`config.mk`:
```
export PLATFORM = sky130hd
export DESIGN_NAME = riscv_fetch_queue
export DESIGN_NICKNAME = d
export VERILOG_FILES = /design/src/rtl/riscv_fetch_queue.sv
export SDC_FILE = /design/constraint.sdc
export NUM_CORES = 1
export LEC_CHECK = 0
export CAP_MARGIN = 20
export CORE_ASPECT_RATIO = 0.5
export CORE_MARGIN = 5
export CORE_UTILIZATION = 50
export DETAILED_ROUTE_END_ITERATION = 10
export PLACE_DENSITY_LB_ADDON = 0.25
export SYNTH_ARGS = -nofsm -noshare
export SYNTH_HDL_FRONTEND = slang
export SYNTH_SLANG_ARGS = --single-unit
export TNS_END_PERCENT = 50
```
`constraint.sdc`:
```
create_clock -name i_clock -period 10.3 [get_ports i_clock]
set_input_delay 1.03 -clock i_clock [delete_from_list [all_inputs] [get_ports i_clock]]
set_output_delay 1.03 -clock i_clock [all_outputs]
set_load 0.1 [all_outputs]
```
`src/rtl/riscv_fetch_queue.sv`:
```
// Instruction-fetch front end: owns the fetch PC, issues word reads to
// instruction memory and buffers returned {instr, pc} pairs in a small FIFO.
module riscv_fetch_queue #(
  parameter int unsigned DEPTH    = 4,
  parameter int unsigned ADDR_W   = 8,
  parameter int unsigned PC_W     = 16,
  parameter logic [PC_W-1:0] RESET_PC = '0
) (
  input  logic                    i_clock,
  input  logic                    i_reset,
  output logic                    o_imem_req,
  output logic [ADDR_W-1:0]       o_imem_addr,
  input  logic [31:0]             i_imem_rdata,
  input  logic                    i_redirect,
  input  logic [PC_W-1:0]         i_redirect_pc,
  output logic                    o_out_valid,
  input  logic                    i_out_ready,
  output logic [31:0]             o_out_instr,
  output logic [PC_W-1:0]         o_out_pc,
  output logic [$clog2(DEPTH):0]  o_count
);

  localparam int unsigned PTR_W = $clog2(DEPTH);
  localparam int unsigned CNT_W = PTR_W + 1;
  localparam int unsigned CRD_W = CNT_W + 1;

  logic [PC_W-1:0]  r_fetch_pc;
  logic [PC_W-1:0]  r_req_pc;
  logic             r_inflight;
  logic             r_squash;
  logic [PTR_W-1:0] r_wptr;
  logic [PTR_W-1:0] r_rptr;
  logic [CNT_W-1:0] r_count;
  logic [31:0]      r_instr_mem [DEPTH];
  logic [PC_W-1:0]  r_pc_mem    [DEPTH];

  logic             w_valid;
  logic             w_pop;
  logic             w_push;
  logic [CRD_W-1:0] w_credit;
  logic             w_req;

  assign w_valid  = (r_count != '0);
  assign w_pop    = w_valid & i_out_ready;
  assign w_push   = r_inflight & ~r_squash;
  // Occupancy seen by a new request: buffered + in flight, minus this cycle's pop.
  assign w_credit = CRD_W'(r_count) + CRD_W'(r_inflight) - CRD_W'(w_pop);
  assign w_req    = ~i_reset & ~i_redirect & (w_credit < CRD_W'(DEPTH));

  // Fetch PC, request tracking and FIFO pointers; redirect has priority.
  always_ff @(posedge i_clock or posedge i_reset) begin
    if (i_reset) begin
      r_fetch_pc <= RESET_PC;
      r_req_pc   <= '0;
      r_inflight <= 1'b0;
      r_squash   <= 1'b0;
      r_wptr     <= '0;
      r_rptr     <= '0;
      r_count    <= '0;
    end else if (i_redirect) begin
      r_fetch_pc <= i_redirect_pc;
      r_squash   <= r_inflight;
      r_inflight <= 1'b0;
      r_wptr     <= '0;
      r_rptr     <= '0;
      r_count    <= '0;
    end else begin
      if (w_req) begin
        r_fetch_pc <= r_fetch_pc + PC_W'(1);
        r_req_pc   <= r_fetch_pc;
      end
      r_inflight <= w_req;
      r_squash   <= 1'b0;
      if (w_push) r_wptr <= r_wptr + PTR_W'(1);
      if (w_pop)  r_rptr <= r_rptr + PTR_W'(1);
      case ({w_push, w_pop})
        2'b10:   r_count <= r_count + CNT_W'(1);
        2'b01:   r_count <= r_count - CNT_W'(1);
        default: r_count <= r_count;
      endcase
    end
  end

  // FIFO storage; contents are only observed through the valid-gated head.
  always_ff @(posedge i_clock) begin
    if (w_push && !i_redirect) begin
      r_instr_mem[r_wptr] <= i_imem_rdata;
      r_pc_mem[r_wptr]    <= r_req_pc;
    end
  end

  assign o_imem_req  = w_req;
  assign o_imem_addr = r_fetch_pc[ADDR_W-1:0];
  assign o_out_valid = w_valid;
  assign o_out_instr = w_valid ? r_instr_mem[r_rptr] : 32'h0;
  assign o_out_pc    = w_valid ? r_pc_mem[r_rptr] : '0;
  assign o_count     = r_count;

endmodule
```
==> flow_summary.ini, run 1 <==
[synthesis]
syn_area_per_cell_um2 = 17.4
synth_top_area_frac = 0.592
yosys_warnings = 0
yosysMostFrequentCell = edfxtp_1
synth_cells = 560
synth-edff-count = 192
seq_area_frac_synth = 0.698
syn-cell-area_um2 = 9730
synth_ff_type = edfxtp_1
yosysTopAreaCell = edfxtp_1
ys_types = 48
synth-async-reset-ratio = 0.176
synth_area_leaders = edfxtp_1 59%, mux4_2 11%, dfrtp_1 11%
synth_seq_cells = 233
synth_nets = 621
synth_common_cells = 192 x edfxtp_1, 48 x and2_1, 48 x mux4_2, 41 x dfrtp_1, 25 x nand3_1

[critical_path]
path_max_fanout = 16
crit_required_ps = 9270
path_class = in -> out
reg2regPathDepth = 9
end_kind = primary output
start_kind = input port
arrival_ps = 4740

[cts]
ctsResizeCount = 0
holdBufCountCts = 0
cts_tree = done
worstSkewPairLatency_ps = 480
cts_buffer_depth = 3
clk_pin_slew_worst_paths_ps = 70
cts_setup_buffers = 0
cts_buffers = 21
clock_sinks = 233
h-tree-depth = 1
cts.root.buffer_cell = clkbuf_16

[placed_design]
hpwl_mm = 11.0
place_congestion = 0.785
io_buffer_count = 112

[detailed_routing]
num_vias = 5218
via_per_inst = 5.55
wl_mm = 18.7
drtAntennaViolNets = 0
wl_per_cell_um = 19.9
drt_iter0_drc = 348
first_pass_iters = 4
drcViolationCount = 0

[cells_and_area]
drive_gt1_frac = 0.161
diodes = 0
utilization = 0.608
nNetsFinal = 725
area_growth_pct = 20.3

[sta]
tightest_slew_ps = 1000
max_freq_mhz = 173
hold_violations = 0
post-route-min-period_ps = 5770
slew_viol_final = 0
min_period_over_period = 0.561
rsz0062_at_grt = no
tns_ps = 0
fin_skew_ps = 10.9
relSlewSlack = 0.330
finalSetupViolCount = 0

[job]
cap_violations = 0

[floorplanning]
design.die.area_um2 = 22500
core_um2 = 19300
dieHeight_um = 109
start_util = 0.505
num_rows = 36
io_pins = 113
dieWidth_um = 207

[global_route]
grt_pass1_vias = 5472
overflow = 0
grt_max_degree = 58
antenna_found_initial = 0
grt_pass1_wl_mm = 30.1
global_route.usage.total = 0.169

[worst_hold_path]
min_path_type = reg -> reg
min_path_cells = 2

[outcome]
outcome = finished clean
[through the flow]
stage | hold WS [ps] | std cells | area [µm²] | setup WS [ps]
floorplan | 466 | 560 | 9730 | 4690
global placement | 488 | 906 | 11000 | 4590
detailed placement | 504 | 906 | 11000 | 4560
CTS | 518 | 940 | 11700 | 4510
global route | 540 | 941 | 11700 | 4360
finish | 505 | 941 | 11700 | 4530
[registers in the layout, indices dropped and copies added, names as in the netlist]
signal and count:
r_fetch_pc 16, r_squash 1, o_count 3, r_pc_mem 64
r_instr_mem 128, r_rptr 2, r_wptr 2, r_req_pc 16
r_inflight 1
[layer usage]
layer	GRT usage	vias to the layer above	part of all wire	wire, µm
li1	-	2400	-	-
met1	0.239	2674	0.45	8500
met2	0.282	127	0.49	9140
met3	0.0296	17	0.043	807
met4	0.0349	0	0.013	245
met5	0	-	0	0
[layout by cell type, fill, tap and decap left out, types with 12 or more instances in the layout]
cell type / instances
clkbuf_16: 21
nor2b_1: 12
nor2_1: 18
mux4_2: 48
dfrtp_1: 39
clkdlybuf4s50_1: 111
nand3_1: 25
edfxtp_1: 192
and2_1: 48
[area by class of cell]
class	instances	area, µm²
Clock buffer	28	582
Clock inverter	6	53.8
Fill cell	1495	7570
Inverter	9	33.8
Multi-Input combinational cell	277	2700
Sequential cell	233	6800
Tap cell	266	333
Timing Repair Buffer	122	1210
[cells by family (layout without fill, tap and decap cells)]
logic type | after synthesis | after routing | synth area share
XOR/XNOR | 6 | 6 | 0.00540
AND/OR/NAND/NOR | 147 | 147 | 0.0880
adder cells (fa/ha/maj) | 9 | 9 | 0.0123
multiplexers | 65 | 65 | 0.134
AO/OA/AOI/OAI | 50 | 50 | 0.0371
buffers and inverters | 50 | 165 | 0.0253
flip-flops | 233 | 233 | 0.698
[worst paths after layout]
path	from	slack [ps]	end
worst min register to register	r_inflight	500	r_squash
worst max-delay path	i_out_ready	4530	o_imem_req
max in group asynchronous	i_reset	8790	r_rptr[1]
min in group asynchronous	i_reset	1080	r_fetch_pc[13]
worst min-delay path	r_inflight	500	r_squash
worst max register to register	o_count[0]	6330	r_req_pc[5]
[worst max-delay path, stage by stage]
cell             delay, ps
clkdlybuf4s50_1        460
o31ai_1                230
inv_1                  110
ha_1                   210
inv_1                   50
ha_1                   210
and3b_1                200
or4b_1                 820
a21oi_1                260
clkdlybuf4s50_1       1150
Power of run 1 is left out: the tool's default activity adds up to more than one toggle a clock period on the data nets, which glitch-free logic cannot reach.
==> run 2: changes to the inputs <==
==> constraint.sdc (replaced) <==
create_clock -name i_clock -period 5.5 [get_ports i_clock]
set_input_delay 0.55 -clock i_clock [delete_from_list [all_inputs] [get_ports i_clock]]
set_output_delay 0.55 -clock i_clock [all_outputs]
set_load 0.1 [all_outputs]
==> run 2 against run 1 <==
Compared with the run above: worst setup slack lost 3400 ps; clock skew rose by 4.5 ps; design area grew 0.53%; flip-flop and latch count unchanged; count of clock-buffer cells in the layout grew 1; die area unchanged; routed wire length up 2.2%; cell count grew 0.32%; critical path depth shrank 1; global-route usage increased by 0.28 points; non-clock buffer count did not move.
==> flow_summary.ini, run 2 (synthesized netlist as in run 1, its figures left out) <==
[cts]
cts_setup_buffers = 0
clock_sinks = 233
worstSkewPairLatency_ps = 490
holdBufCountCts = 0
cts_buffer_depth = 3
clk_pin_slew_worst_paths_ps = 70
cts.root.buffer_cell = clkbuf_16
cts_tree = done
ctsResizeCount = 0
cts_buffers = 21
h-tree-depth = 1

[global_route]
antenna_found_initial = 0
overflow = 0
grt_pass1_vias = 5466
grt_pass1_wl_mm = 30.8
global_route.usage.total = 0.171
grt_max_degree = 58

[critical_path]
crit_slowest_cell = or4b_1
cp-startpoint = o_count[2]
worst-path-buf-inv = 3
crit_required_ps = 4950
regToRegSetupSlack_ps = 1560
crit_family = simple AND/OR/NAND/NOR gates
start_kind = flop
path_class = reg -> out
end_kind = primary output
crit_chain = o31ai_1, inv_1, ha_1, inv_1, ha_1, and3b_1, or4b_1, a21oi_1, buf_4
arrival_ps = 3810
cpPeakStageDelay_ps = 870
timing.rr.start = o_count[2]
path_max_fanout = 16

[floorplanning]
core_um2 = 19300
dieWidth_um = 207
dieHeight_um = 109
io_pins = 113
design.die.area_um2 = 22500
num_rows = 36
start_util = 0.505

[detailed_routing]
drt_iter0_drc = 348
first_pass_iters = 4
wl_per_cell_um = 20.2
drcViolationCount = 0
via_per_inst = 5.57
drtAntennaViolNets = 0
wl_mm = 19.1
num_vias = 5255

[sta]
tightest_slew_ps = 1060
worst_hold_slack_ps = 502
relSlewSlack = 0.292
fin_skew_ps = 15.3
slew_viol_final = 0
hold_violations = 0
finalSetupViolCount = 0
rsz0062_at_grt = no
max_freq_mhz = 229
min_period_over_period = 0.794
post-route-min-period_ps = 4360
tns_ps = 0

[cells_and_area]
drive_gt1_frac = 0.173
largest_register_ffs = 128
diodes = 0
layout_commonest_cell = edfxtp_1
top_register = r_instr_mem
largestRegisters = r_instr_mem: 128 flops, r_pc_mem: 64 flops
nNetsFinal = 725
final_cell_mix = 192 x edfxtp_1, 110 x clkdlybuf4s50_1, 48 x mux4_2, 48 x and2_1, 39 x dfrtp_1
finalInstanceArea_um2 = 11800
final_cell_count_no_fill = 944
area_growth_pct = 21.0

[worst_hold_path]
min_path_type = reg -> reg
hold_start = r_inflight

[placed_design]
hpwl_mm = 11.1
io_buffer_count = 112
place_congestion = 0.766
dpl_cell_area_um2 = 11000
dp.cells = 906

[job]
cap_violations = 0

[outcome]
outcome = finished clean
## run 2: changes by cell type in the layout (fill, tap and decap cells not counted), sizes merged
cell	change
buf	+1
bufinv	+1
clkbuf	+1
clkdlybuf4s50	-1
clkinv	-1
clkinvlp	+1
inv	+1
## run 2: routing by layer
layer	track usage	vias up	routed length, µm
li1	-	2403	-
met1	0.249	2718	9050
met2	0.281	116	9070
met3	0.0310	18	739
met4	0.0311	0	245
met5	0	-	0
## run 2: cell type report
cell class / instances / area [µm²]
tap: 266 / 333
clock buffer: 29 / 611
timing repair buffer: 122 / 1200
inverter: 9 / 33.8
clock inverter: 8 / 97.6
multi-input combinational: 277 / 2700
fill: 1469 / 7500
sequential: 233 / 6800
## run 2: path summary, 6_finish.rpt
| path | to | depth (start not counted) |
|---|---|---|
| worst max-delay path | o_imem_req | 9 |
| worst min-delay path | r_squash | 2 |
| worst max register to register | r_req_pc[10] | 9 |
| worst min register to register | r_squash | 2 |
| max in group asynchronous | r_rptr[0] | 3 |
| min in group asynchronous | r_rptr[0] | 3 |
## run 2: worst register-to-register path: stages, from the launching register on
cell     delay [ps]
dfrtp_1         460
o31ai_1         660
inv_1           110
ha_1            200
inv_1            50
ha_1            210
and3b_1         200
or4b_1          880
a21oi_4         670
mux2_2          410
## run 2: per-stage QoR
stage,worst slack (ps),utilization
2_1_floorplan,369,-
3_3_place_gp,1490,0.573
3_5_place_dp,1460,0.573
4_1_cts,1120,0.610
5_1_grt,930,0.611
6_report,1140,0.611
Power of run 2 is left out for the same reason.
==> run 3: changes to the inputs <==
==> constraint.sdc (replaced) <==
create_clock -name i_clock -period 3.8 [get_ports i_clock]
set_input_delay 0.38 -clock i_clock [delete_from_list [all_inputs] [get_ports i_clock]]
set_output_delay 0.38 -clock i_clock [all_outputs]
set_load 0.1 [all_outputs]
==> run 3 against run 2 <==
Compared with the run above: utilization about the same; first-iteration DRC count decreased by 6.3%; register-to-register slack got worse by 930 ps; routed wire length increased by 1.1%; largest cell class unchanged; critical endpoint unchanged.
==> flow_summary.ini, run 3 (synthesized netlist as in run 1, its figures left out) <==
[cells_and_area]
utilization = 0.611
drive_gt1_frac = 0.259
final_cell_mix = 192 x edfxtp_1, 62 x buf_4, 61 x clkdlybuf4s50_1
top_register = r_instr_mem
area_growth_pct = 20.9
layout_commonest_cell = edfxtp_1
largest_register_ffs = 128
nNetsFinal = 731
largestRegisters = r_instr_mem: 128 flops, r_pc_mem: 64 flops
diodes = 0

[floorplanning]
start_util = 0.505
dieHeight_um = 109
core_um2 = 19300
dieWidth_um = 207
design.die.area_um2 = 22500
num_rows = 36
io_pins = 113

[critical_path]
path_max_fanout = 16
reg2regPathDepth = 11
path_class = reg -> out
crit_required_ps = 3420
arrival_ps = 3190
crit_slowest_cell = or4b_1
crit_family = simple AND/OR/NAND/NOR gates
regToRegSetupSlack_ps = 630
end_kind = primary output
timing.rr.start = o_count[0]
r2r_end = r_req_pc[4]
worst-path-buf-inv = 4
crit_chain = o31ai_4, inv_1, ha_1, inv_1, ha_1, and3b_1, or4b_1, buf_4, a21oi_4, buf_12
start_kind = flop
cpPeakStageDelay_ps = 520

[cts]
h-tree-depth = 1
cts_tree = done
cts.root.buffer_cell = clkbuf_16
clock_sinks = 233
cts_setup_buffers = 0
clk_pin_slew_worst_paths_ps = 60
holdBufCountCts = 0
worstSkewPairLatency_ps = 500
cts_buffers = 21
ctsResizeCount = 0
cts_buffer_depth = 3

[detailed_routing]
wl_per_cell_um = 20.3
wl_mm = 19.3
first_pass_iters = 5
via_per_inst = 5.63
drtAntennaViolNets = 0
drcViolationCount = 0
num_vias = 5345
drt_iter0_drc = 326

[sta]
max_freq_mhz = 280
post-route-min-period_ps = 3570
tns_ps = 0
slew_viol_final = 0
hold_violations = 0
rsz0062_at_grt = no
fin_skew_ps = 16.3
finalSetupViolCount = 0
relSlewSlack = 0.342
min_period_over_period = 0.940
tightest_slew_ps = 984

[worst_hold_path]
min_path_type = in -> async

[global_route]
grt.met1_usage = 0.242
grt_pass1_wl_mm = 31.0
grt_max_degree = 57
overflow = 0
busiest_layer = met2
grt_pass1_vias = 5680
global_route.usage.met2 = 0.295
antenna_found_initial = 0
met3_usage = 0.0302
global_route.usage.total = 0.173

[job]
cap_violations = 0

[placed_design]
io_buffer_count = 112
place_congestion = 0.749
hpwl_mm = 11.9

[outcome]
outcome = finished clean
==> run 3: cell types whose count changed in the layout (fill, tap and decap cells not counted), sizes merged <==
cell	delta
buf	+55
inv	-1
clkdlybuf4s50	-49
clkinv	+4
clkbuf	-5
bufinv	+1
clkinvlp	+1
==> run 3: cell type report <==
type	instances	area (µm²)
Clock buffer	24	567
Clock inverter	13	149
Fill cell	1464	7510
Inverter	9	33.8
Multi-Input combinational cell	277	2730
Sequential cell	233	6800
Tap cell	266	333
Timing Repair Buffer	128	1160
==> run 3: worst max path at each step <==
stage | startpoint | end | slack (ps) | cells past startpoint
after floorplan | o_count[0] | o_imem_req | 140 | 10
after global placement | i_out_ready | r_req_pc[8] | 520 | 12
after detailed placement | i_out_ready | r_req_pc[8] | 480 | 12
after CTS | o_count[0] | o_imem_req | 120 | 10
after global routing | o_count[0] | o_imem_req | 90 | 10
final | o_count[0] | o_imem_req | 230 | 10
==> run 3: metal layers <==
layer / share of wire / routed length (µm)
met3: 0.044 / 848
met5: 0 / 0
met4: 0.014 / 278
met1: 0.45 / 8670
met2: 0.49 / 9520
==> run 3: through the flow <==
stage / hold slack [ps] / std cells / area, µm² / worst slack, ps
6_report: 205 / 950 / 11800 / 226
5_1_grt: 248 / 950 / 11800 / 87.6
4_1_cts: 194 / 950 / 11800 / 117
3_5_place_dp: 502 / 913 / 11000 / 483
3_3_place_gp: 495 / 913 / 11000 / 518
2_1_floorplan: 466 / 560 / 9750 / 141
Power of run 3 is left out for the same reason.
==> edit 1: new RTL, settings of run 2 <==
Put one more register stage on the output `o_count`, with the module's reset. The value now appears one clock later. The other outputs are not delayed to match.
--- a/src/rtl/riscv_fetch_queue.sv
+++ b/src/rtl/riscv_fetch_queue.sv
@@ -94,6 +94,12 @@
   assign o_out_valid = w_valid;
   assign o_out_instr = w_valid ? r_instr_mem[r_rptr] : 32'h0;
   assign o_out_pc    = w_valid ? r_pc_mem[r_rptr] : '0;
-  assign o_count     = r_count;
+  always_ff @(posedge i_clock or posedge i_reset) begin
+    if (i_reset) begin
+      o_count <= '0;
+    end else begin
+      o_count <= r_count;
+    end
+  end
 
 endmodule
Check against the original RTL: not equivalent (Yosys sat finds a counterexample within 4 cycles, from zero or initial values and one cycle with i_reset high).
==> edit 1 against run 2 <==
  * Sequential share of layout area grew 1.9 points
  * Utilization grew 1.0 points
  * Count of clock-buffer cells in the layout decreased by 4
  * Setup slack improved by 0.26 ns
  * Sequential cell count is 3 higher
  * First-iteration DRC count fell by 43%
  * Hold slack got worse by 0.071 ns
  * Area after synthesis fell by 2.1%
  * Global-route usage shrank 0.65 points
  * Routed wire length down 8.5%
  * Cell area shrank 2.1%
  * Largest cell class unchanged
  * Highest routed layer unchanged
Power is not shown: default switching activity piles up to over one toggle a cycle in this logic, so the estimate is an artifact.
==> edit 1: results (changes against run 2) <==
stage;metric;value;unit;change
run_status;status;finished clean;;
timing;skew final;0.00902;ns;-0.00632 ns
grt;first-pass GRT wire length;28300;um;-8.0%
detailed_routing;drt total wl;17500;um;-8.5%
placed_design;gp weighted congestion;0.786;;+2.6%
final_layout;fin nets;690;;-4.8%
worst_setup_path;R2R Path End;r_req_pc[8]$_DFFE_PP0P_;;
placed_design;port buffer count;112;;unchanged
worst_setup_path;CP max stage delay;0.66;ns;-0.21 ns
logic_synthesis;Seq/Total Area, Yosys;0.721;;+0.0232
timing;Rel. slew slack;0.318;;+0.0259
worst_setup_path;CP Max Fanout;23;;+7
logic_synthesis;async set or reset register ratio after synthesis;0.186;;+0.0105
hold_path;min-delay worst type;in -> async;;
worst_setup_path;slowest stage cell on the critical path;o211ai_4;;
worst_setup_path;Reg2Reg Launch Point;r_count[1]$_DFFE_PP0P_;;
grt;total track usage;0.165;;-0.00654
logic_synthesis;Post-synth top cells;edfxtp_1 (192), and2_1 (53), mux4_2 (48);;
timing;worst hold slack;0.431;ns;-0.0715 ns
grt;largest net degree at the start of global routing;51;;-12%
grt;number of global-route vias before repair;5102;;-6.7%
worst_setup_path;R2R setup slack;2.24;ns;+0.68 ns
placed_design;Detailed Place HPWL;10900;um;-2.1%
logic_synthesis;synthesized net count;579;;-6.8%
logic_synthesis;top post-synthesis cells by area;edfxtp_1 (61%), dfrtp_1 (12%), mux4_2 (11%);;
worst_setup_path;Worst Path Arrival;3.55;ns;-0.26 ns
logic_synthesis;Yosys cell types;44;;-8.3%
edit 1: routing by layer:
layer / GRT usage / share of wire / vias to the layer above
met5: 0 / 0 / -
met4: 0.0258 / 0.014 / 0
met3: 0.0310 / 0.044 / 19
met2: 0.278 / 0.49 / 97
met1: 0.232 / 0.45 / 2450
li1: - / - / 2205
edit 1: worst max path at each step:
stage | start | end | slack [ns]
finish | r_count[1]$_DFFE_PP0P_ | o_imem_req | 1.40
global route | r_count[1]$_DFFE_PP0P_ | o_imem_req | 1.18
CTS | r_count[0]$_DFFE_PP0P_ | o_imem_req | 1.37
detailed placement | i_out_ready | o_imem_req | 1.70
global placement | i_out_ready | o_imem_req | 1.73
floorplan | r_count[0]$_DFFE_PP0P_ | o_imem_req | 2.04
edit 1: area by class of cell:
| type | instances | area, um^2 |
|---|---|---|
| Fill cell | 1383 | 7040 |
| Tap cell | 259 | 324 |
| Multi-Input combinational cell | 234 | 2430 |
| Clock buffer | 25 | 561 |
| Inverter | 16 | 60.1 |
| Timing Repair Buffer | 120 | 1190 |
| Clock inverter | 10 | 95.1 |
| Sequential cell | 236 | 6870 |
edit 1: critical path, delay by kind of cell, from the launching register on:
family / cells / cell delay, ns
adders and majority gates: 2 / 0.41
DFF: 1 / 0.47
AOI/OAI and AO/OA: 3 / 1.47
and+or+nand+nor: 1 / 0.21
buffers and inverters: 4 / 0.51
edit 1: per-stage QoR:
step,std cells,utilization,cell area (um^2)
after global placement,864,0.585,10900
after global routing,900,0.621,11500
after CTS,899,0.620,11500
after detailed placement,864,0.585,10900
final,900,0.621,11500
after floorplan,518,-,9530
edit 1: cells by family after synthesis:
kind of cell	synth area share
flops	0.721
simple gates	0.0658
mux	0.135
buf+inv	0.0248
compound gates	0.0276
xor+xnor	0.0138
fa+ha+maj	0.0126
==> edit 2: new RTL, settings of run 2 <==
Without the edit above. Set the parameter `PC_W` to 32 (it was 16).
--- a/src/rtl/riscv_fetch_queue.sv
+++ b/src/rtl/riscv_fetch_queue.sv
@@ -3,7 +3,7 @@
 module riscv_fetch_queue #(
   parameter int unsigned DEPTH    = 4,
   parameter int unsigned ADDR_W   = 8,
-  parameter int unsigned PC_W     = 16,
+  parameter int unsigned PC_W     = 32,
   parameter logic [PC_W-1:0] RESET_PC = '0
 ) (
   input  logic                    i_clock,
Interface: changed (resized i_redirect_pc and o_out_pc); port bits go from 113 to 145. The function was not compared with the original's and may differ.
==> edit 2 against run 2 <==
  * Setup slack got worse by 0.0099 ns
  * Utilization fell by 0.10 points
  * Final cell count rose by 36%
  * Sequential cell count rose by 96
  * Cell area rose by 37%
  * Routed wire length rose by 46%
  * Area after synthesis rose by 39%
  * Largest cell class unchanged
Power is not shown: default switching activity piles up to over one toggle a cycle in this logic, so the estimate is an artifact.
==> edit 2: results (changes against run 2) <==
stage;metric;value;unit;change
final_layout;fin nets;988;;+36%
worst_setup_path;slowest stage cell on the critical path;or4_4;;
logic_synthesis;Yosys cell types;54;;+13%
detailed_routing;drt total wl;27800;um;+46%
final_layout;clk_buf instances;39;;+34%
final_layout;nonclk inv count;13;;+4
detailed_routing;drt pass-1 iters;5;;+1
placed_design;Place WS;1.15;ns;-0.313 ns
grt;met3 GRT Util;0.0324;;+0.00134
logic_synthesis;mux cell area share after synthesis;0.141;;+0.00662
final_layout;Signal buf overhead;0.0939;;-0.00811
grt;global routing met1 resource utilization;0.249;;about the same
logic_synthesis;Post-synth top cells;edfxtp_1 (256), dfrtp_1 (73), and2_1 (65);;
run_status;status;finished clean;;
clocking;CTS Buf Count;29;;+38%
placed_design;Placed Cells;1232;;+36%
detailed_routing;WL/cell;21.7;um;+7.1%
grt;first-pass GRT wire length;44300;um;+44%
logic_synthesis;compound-gate portion of the synthesized area;0.0353;;-0.00188
detailed_routing;routed wl met3;1030;um;+39%
final_layout;Final Util;0.610;;-0.000999
logic_synthesis;Post-synth EDFFs;256;;+33%
final_layout;share of cells above drive strength 1;0.181;;+0.00876
grt;GR Util met2;0.317;;+0.0356
placed_design;post-placement cell area;15200;um^2;+38%
grt;number of global-route vias before repair;7766;;+42%
detailed_routing;Starting DRT DRC Count;488;;+40%
detailed_routing;Via Count;7324;;+39%
placed_design;gp weighted congestion;0.803;;+4.8%
timing;skew final;0.0100;ns;-0.00531 ns
worst_setup_path;CP Max Fanout;18;;+2
logic_synthesis;synthesized net count;850;;+37%
grt;largest net degree at the start of global routing;75;;+29%
timing;worst setup margin;1.13;ns;-0.00986 ns
logic_synthesis;top post-synthesis cells by area;edfxtp_1 (57%), dfrtp_1 (14%), mux4_2 (11%);;
floorplanning;Core Area;26500;um^2;+37%
final_layout;multi-input gates;383;;+38%
detailed_routing;Met1 Wirelength;12000;um;+33%
final_layout;Regs by FF count;r_instr_mem: 128 flops, r_pc_mem: 128 flops;;
worst_setup_path;CP max stage delay;0.60;ns;-0.27 ns
logic_synthesis;Seq/Total Area, Yosys;0.706;;+0.00796
## edit 2: cell count changes after synthesis, sizes merged, moves of 16 or more
cell / before / now
mux2: 16 / 36
mux4: 48 / 64
edfxtp: 192 / 256
dfrtp: 41 / 73
nand2: 4 / 33
and2: 48 / 65
## edit 2: worst paths after layout
check	start	end	slack, ns	cells after the start
setup / recovery	o_count[0]$_DFFE_PP0P_	o_imem_req	1.13	10
hold / removal	r_req_pc[20]$_DFFE_PP0P_	r_pc_mem[2][20]$_DFFE_PP_	0.51	0
setup reg to reg	o_count[0]$_DFFE_PP0P_	r_req_pc[0]$_DFFE_PP0P_	1.37	10
hold reg to reg	r_req_pc[20]$_DFFE_PP0P_	r_pc_mem[2][20]$_DFFE_PP_	0.51	0
max in group asynchronous	i_reset	r_rptr[0]$_DFFE_PP0P_	3.86	3
min in group asynchronous	i_reset	r_fetch_pc[16]$_DFFE_PP0P_	0.95	3
